## src/rtl/generation_step_controller_if.sv

```systemverilog
// Handshake bundle between the step controller, the button front end and the grid engine.
interface generation_step_controller_if;
    logic        run_toggle;
    logic        step_pulse;
    logic        clear_pulse;
    logic        step_ack;
    logic        step_req;
    logic        running;
    logic        busy;
    logic [15:0] generation;

    modport master (
        input  run_toggle, step_pulse, clear_pulse, step_ack,
        output step_req, running, busy, generation
    );

    modport slave (
        output run_toggle, step_pulse, clear_pulse, step_ack,
        input  step_req, running, busy, generation
    );
endinterface

```

## src/rtl/generation_step_controller.sv

```systemverilog
// Paces generation steps: free-running ticks in run mode, single steps while paused,
// saturating generation counter with deferred clear while a request is outstanding.
module generation_step_controller #(
    parameter int unsigned TICK_DIV = 50000000,
    parameter int unsigned MAX_GEN  = 9999
) (
    input  logic                                clk,
    input  logic                                rst_n,
    generation_step_controller_if.master        bus
);
    localparam int unsigned   TW        = $clog2(TICK_DIV);
    localparam logic [TW-1:0] TICK_LAST = TW'(TICK_DIV - 1);
    localparam logic [TW-1:0] TICK_ONE  = TW'(1);
    localparam logic [15:0]   GEN_MAX   = 16'(MAX_GEN);

    typedef enum logic [1:0] {IDLE, WAIT_TICK, REQ} state_t;

    state_t        r_state;
    state_t        w_next_state;
    logic [TW-1:0] r_tick;
    logic [TW-1:0] w_tick_d;
    logic [15:0]   r_gen;
    logic [15:0]   w_gen_d;
    logic          r_running;
    logic          w_running_d;
    logic          r_pend_clr;
    logic          w_pend_clr_d;
    logic          r_step_req;
    logic          r_busy;
    logic          w_req_d;
    logic          w_ack;

    assign w_ack       = (r_state == REQ) && bus.step_ack;
    // running is always 0 in IDLE, so a plain toggle covers start, stop and mid-request pause
    assign w_running_d = r_running ^ bus.run_toggle;

    always_ff @(posedge clk or negedge rst_n) begin
        if (!rst_n) begin
            r_state    <= IDLE;
            r_tick     <= '0;
            r_gen      <= '0;
            r_running  <= 1'b0;
            r_pend_clr <= 1'b0;
            r_step_req <= 1'b0;
            r_busy     <= 1'b0;
        end else begin
            r_state    <= w_next_state;
            r_tick     <= w_tick_d;
            r_gen      <= w_gen_d;
            r_running  <= w_running_d;
            r_pend_clr <= w_pend_clr_d;
            r_step_req <= w_req_d;
            r_busy     <= w_req_d;
        end
    end

    always_comb begin
        w_next_state = r_state;
        unique case (r_state)
            IDLE: begin
                if (bus.run_toggle)      w_next_state = WAIT_TICK;
                else if (bus.step_pulse) w_next_state = REQ;
            end
            WAIT_TICK: begin
                if (bus.run_toggle)           w_next_state = IDLE;
                else if (r_tick == TICK_LAST) w_next_state = REQ;
            end
            REQ: begin
                if (bus.step_ack) w_next_state = w_running_d ? WAIT_TICK : IDLE;
            end
            default: w_next_state = IDLE;
        endcase
    end

    always_comb begin
        w_req_d      = (w_next_state == REQ);
        w_tick_d     = ((r_state == WAIT_TICK) && (w_next_state == WAIT_TICK)) ? r_tick + TICK_ONE : '0;
        w_pend_clr_d = r_pend_clr;
        w_gen_d      = r_gen;
        if (w_ack) begin
            w_pend_clr_d = 1'b0;
            if (r_pend_clr || bus.clear_pulse) w_gen_d = '0;
            else if (r_gen < GEN_MAX)          w_gen_d = r_gen + 16'd1;
        end else if (bus.clear_pulse) begin
            // a clear during an outstanding request is applied when the ack lands
            if (r_state == REQ) w_pend_clr_d = 1'b1;
            else                w_gen_d      = '0;
        end
    end

    assign bus.step_req   = r_step_req;
    assign bus.busy       = r_busy;
    assign bus.running    = r_running;
    assign bus.generation = r_gen;
endmodule

```

## src/flat_wrapper.sv

```systemverilog
// flat-port wrapper written by rule: the top's interface ports become plain ports
module generation_step_controller_flat 
#(
    parameter int unsigned TICK_DIV = 50000000,
    parameter int unsigned MAX_GEN  = 9999
)
  (clk, rst_n, bus_run_toggle, bus_step_pulse, bus_clear_pulse, bus_step_ack, bus_step_req, bus_running, bus_busy, bus_generation);
  generation_step_controller_if bus_i ();
  input  logic clk;
  input  logic rst_n;
  input wire logic [$bits(bus_i.run_toggle)-1:0] bus_run_toggle;
  input wire logic [$bits(bus_i.step_pulse)-1:0] bus_step_pulse;
  input wire logic [$bits(bus_i.clear_pulse)-1:0] bus_clear_pulse;
  input wire logic [$bits(bus_i.step_ack)-1:0] bus_step_ack;
  output wire logic [$bits(bus_i.step_req)-1:0] bus_step_req;
  output wire logic [$bits(bus_i.running)-1:0] bus_running;
  output wire logic [$bits(bus_i.busy)-1:0] bus_busy;
  output wire logic [$bits(bus_i.generation)-1:0] bus_generation;
  assign bus_i.run_toggle = bus_run_toggle;
  assign bus_i.step_pulse = bus_step_pulse;
  assign bus_i.clear_pulse = bus_clear_pulse;
  assign bus_i.step_ack = bus_step_ack;
  assign bus_step_req = bus_i.step_req;
  assign bus_running = bus_i.running;
  assign bus_busy = bus_i.busy;
  assign bus_generation = bus_i.generation;
  generation_step_controller #(.TICK_DIV(TICK_DIV), .MAX_GEN(MAX_GEN)) u_core (.clk(clk), .rst_n(rst_n), .bus(bus_i));
endmodule
```

## config.mk

```make
export PLATFORM = sky130hd
export DESIGN_NAME = generation_step_controller_flat
export DESIGN_NICKNAME = d
export VERILOG_FILES = /design/src/rtl/generation_step_controller_if.sv /design/src/rtl/generation_step_controller.sv /design/src/flat_wrapper.sv
export SDC_FILE = /design/constraint.sdc
export NUM_CORES = 1
export LEC_CHECK = 0
export CAP_MARGIN = 40
export CORE_UTILIZATION = 40
export CTS_BUF_LIST = sky130_fd_sc_hd__clkbuf_4 sky130_fd_sc_hd__clkbuf_8
export DETAILED_ROUTE_END_ITERATION = 10
export PLACE_DENSITY = 0.68
export SETUP_SLACK_MARGIN = 0.3
export SYNTH_ARGS = -nofsm -noshare
export SYNTH_HDL_FRONTEND = slang
export SYNTH_SLANG_ARGS = --single-unit
```

## constraint.sdc

```tcl
create_clock -name clk -period 2.7 [get_ports clk]
set_input_delay 0.54 -clock clk [delete_from_list [all_inputs] [get_ports clk]]
set_output_delay 0.54 -clock clk [all_outputs]
set_load 0.005 [all_outputs]
```

# Yosys cells after proc, flatten, opt, wreduce, memory -nomap -nowiden
# Index checks and enable logic that the tools add are counted.
# word_totals
regBits	47
inputBits	6
output_inout_bits	19
word_cells	41
# classes
add_sub_neg	2
n_lt_le_gt_ge	1
eq_ne	7
muxes	16
bitwise	1
n_reduce_logical	8
# ops
cell	count
$mux 16	5
$add 26x1->26 const B	1
$eq 26x26->1 const B	1
$mux 26	1
$add 16x1->16 const B	1
$lt 16x14->1 const B	1
$mux 2	5
$pmux 2 s3	1
$eq 2x1->1 const B	2
$eq 2x2->1 const B	2
$mux 1	4
$reduce_bool 2->1	2
$ne 3x3->1 const B	1
$reduce_and 3->1	1
$logic_and 1x1->1	2
$logic_not 2->1	1
$ne 2x1->1 const B	1
$reduce_and 2->1	1
$logic_or 1x1->1	1
$xor 1x1->1	1

# Longest topological paths before layout
# logic_depth
depth_word	7
ltp_mapped	7
ltp_nobuf	6

# Worst setup path before layout
# No wires, ideal clock.
# synth_path
path_type	register to register
start	register u_core.r_gen[6] (netlist: u_core.bus.generation[6])
end	register u_core.r_gen[4] (netlist: u_core.bus.generation[4])
setup_time_ps	66
t_arrival_ps	1856
t_required_ps	2634
path_slack_ps	778
path_stages_with_launch	6
path_buffers	0
period_less_slack_ps	1922
path_cell_list	dfrtp_1 or4_4 o2111ai_2 o311ai_2 or4_1 nand2_1
# synth_via
elab_chain_len	3
# synth_rtl
element	line	source
start, declared	generation_step_controller.sv:22	logic [15:0] r_gen;
start signal, assigned	generation_step_controller.sv:49	r_gen <= w_gen_d;
$lt 16x14->1	generation_step_controller.sv:83	else if (r_gen < GEN_MAX) w_gen_d = r_gen + 16'd1;
$ne 3x3->1 (no line)	-	
$reduce_and 3->1 (no line)	-	
# Every way passes these cells.
# A chain may end at the register's enable or synchronous reset.

# Worst setup path in the final report
# layout_path
start	register u_core.r_gen[6] (netlist: u_core.bus.generation[6])
end	register u_core.r_gen[12] (netlist: u_core.bus.generation[12])
# layout_via
elab_chain_len	4
word_cells_on_any_way	7
classes_between	add/sub (1); order compare (1); eq/ne (1); mux (3); reduce/logical (1)
# layout_rtl
element	line	source
$add 16x1->16	generation_step_controller.sv:83	
$mux 16	generation_step_controller.sv:83	
$mux 16	generation_step_controller.sv:82	if (r_pend_clr || bus.clear_pulse) w_gen_d = '0;
$mux 16	generation_step_controller.sv:80	if (w_ack) begin
# Parallel ways exist; a longest one is shown, timed or not. The select of a mux whose other input is x is not followed.

==> impl_results.md <==
- First-pass DRT Iterations: 4
- Global Route met2 Usage: 29.7%
- DP Cell Count: 351
- Synth Instances: 257
- Lkg Pwr: 1.14 nW
- Max Fclk: 490 MHz
- Via density: 5.50
- Core Util, Final: 50.6%
- Category of the most critical setup path: reg2reg
- Hold Violations, Final: 0
- Die width: 79.4 um
- Initial DRC count: 109
- CP Capture Type: flop
- Top cells by count, synth: dfrtp_1, nor2_1, nand2_1
- Final ANT Viol Nets: 0
- Slowest Stage Delay on Critical Path: 0.59 ns
- Final setup violation count: 0
- Buffers on Ports: 24
- DR DRC count: 0
- Most Used Layer, Global Route: met2
- Worst hold-check path type: in2async
- CP Max Fanout: 8
- Largest net degree at the start of global routing: 35
- FP Rows: 27
- Synth Net Count: 265
- Crit share post-route: 75.6%
- Routed WL: 4.88 mm
- Worst-path clk slew: 0.09 ns
- Synth warn: 0
- Area Overhead vs Synth: 19.2%
- Setup TNS: 0 ns
- Pin slew with the least headroom to its limit: 0.561 ns
- CTS Buffer Depth: 2
- Post-synth top area share: 49.1%
- Via count of the first global-routing pass: 1923
- Worst path top cell family by delay: simple AND/OR/NAND/NOR gates
- Crit. Startpoint: u_core.bus.generation[6]
- Met1 usage: 21.9%
- Starting Density: 42.5%
- Post-CTS sizing: 0
- CTS Buf Count: 5
- Main synth FF type: dfrtp_1
- Post-synthesis sequential area ratio: 49.1%
- Post-layout nets: 294
- Average size of a mapped cell: 9.32 um^2
- Status: finished, final reports clean
- Crit path buf inv count: 0
- Startpoint Class: flop
- CTS tree: built
- Setup clock skew after layout: 0.0102 ns
- RSZ-0062 raised after global routing: false
- First-pass GRT wire length: 8.52 mm
- Final RePlAce weighted congestion: 0.894
- Final non-filler cell total: 359
- Sink Count: 47
- Origin of the critical flop-to-flop path: u_core.bus.generation[6]
- PwrDens: 538 nW/um^2
- EDFF count, synth: 0
- Slew headroom: 62.1%
- Htree depth: 2
- Worst-Skew Late Latency: 0.30 ns
- WP data required: 2.89 ns
- Initial antenna violation count: 0
- Total GRT Usage: 17.2%
- Syn Std Cell Area: 2400 um^2
- Wire length per cell: 13.6 um
- Ant. Diodes: 0
- Period minus WS final: 2.04 ns
- Max-Cap Viols: 0
- CP Depth: 4
- Post-DP HPWL: 3.43 mm
- Synth cell types: 40
- Post-CTS Setup Bufs: 0
- Critical path cell sequence: or4_4, o211ai_2, nand3_1, o41ai_1
- Fraction of registers with async set/reset: 100%
- WP data arrival: 2.23 ns
- Pins Over Slew Limit: 0
- R2R depth: 4
- GR Util met3: 2.74%
- CTS root buffer: clkbuf_8
- I/O pin count: 25
- Synth area leaders: dfrtp_1, nor2_1, xnor2_1
- Seq cells post-synth: 47
- Die Span Y: 79.4 um
- Die area: 6300 um^2
- Core area: 5640 um^2
- Hold Buf Count CTS: 0
- Area leader, netlist: dfrtp_1
- Vias: 1975
- Slowest cell on the critical path: or4_4
- Layout cells sized above 1: 6.97%
- Maximum VDD drop: 430 uV
- Gr ovfl total: 0
- Top-count cell post-synth: dfrtp_1
## power by group
part	internal [W]	leakage (nW)	switching (W)
Sequential	0.000742	0.649	0.0000416
Combinational	0.0000957	0.427	0.000123
Clock	0.000300	0.0612	0.000234
Total	0.00114	1.14	0.000399
## logic make-up after synthesis
family,synth area share [%]
AOI/OAI and AO/OA,12.0
adders and majority gates,1.04
buffers and inverters,2.35
xor gates and xnor gates,8.77
and+or+nand+nor,26.3
muxes,0.470
DFF,49.1
## sequential cells by signal, indices dropped and copies added, names as in the netlist
register               flops
u_core.bus.generation     16
u_core.bus.running         1
u_core.bus.step_req        1
u_core.r_pend_clr          1
u_core.r_state             2
u_core.r_tick             26
## worst register-to-register path: stages, from the launching register on
cell,delay [ns]
dfrtp_1,0.47
or4_4,0.59
o211ai_2,0.23
nand3_1,0.32
o41ai_1,0.33
## through the flow
stage	power (W)	instance area, um^2	setup WS (ns)	hold slack [ns]
after floorplan	0.000917	2400	0.778	0.244
after global placement	0.00101	2740	0.465	0.456
after detailed placement	0.00102	2740	0.376	0.459
after CTS	0.00156	2860	0.662	0.125
after global routing	0.00162	2860	0.516	0.137
final	0.00154	2860	0.660	0.118
## layout by cell type (no fill, tap or decap), types with 3 or more instances in the layout
cell | synthesis | final
dfrtp_1 | 47 | 47
nor2_1 | 40 | 40
clkdlybuf4s50_1 | 0 | 23
nand2_1 | 20 | 20
nand3_1 | 19 | 19
o21ai_0 | 14 | 14
xnor2_1 | 13 | 13
xor2_1 | 11 | 11
nand4_1 | 10 | 10
nor3_1 | 10 | 10
a21oi_1 | 7 | 7
and3_1 | 6 | 6
clkbuf_8 | 0 | 6
and2_1 | 5 | 5
o21ai_1 | 5 | 5
buf_4 | 3 | 5
inv_1 | 4 | 4
o31ai_1 | 4 | 4
nor2b_1 | 3 | 3
nor4_1 | 3 | 3
and4_1 | 3 | 3
## final timing paths
kind | to | slack [ns]
worst max-delay path | u_core.bus.generation[12] | 0.66
worst min-delay path | u_core.bus.generation[3] | 0.12
worst max register to register | u_core.bus.generation[12] | 0.66
worst min register to register | u_core.r_tick[0] | 0.49
max in group asynchronous | u_core.r_tick[18] | 1.83
min in group clk | u_core.r_tick[0] | 0.49
## layout make-up
type	instances	area, um^2
Clock buffer	6	82.6
Inverter	4	15.0
Clock inverter	2	35.0
Fill cell	516	2790
Multi-Input combinational cell	198	1160
Sequential cell	47	1180
Tap cell	72	90.1
Timing Repair Buffer	30	293
## routing by layer
layer | share of wire [%] | vias up | wire [um]
met2 | 49 | 31 | 2380
met3 | 2.6 | 9 | 127
met1 | 47 | 961 | 2310
li1 | - | 974 | -
met5 | 0 | - | 0
met4 | 1.4 | 0 | 68
Power figures use the tool's default switching activity.
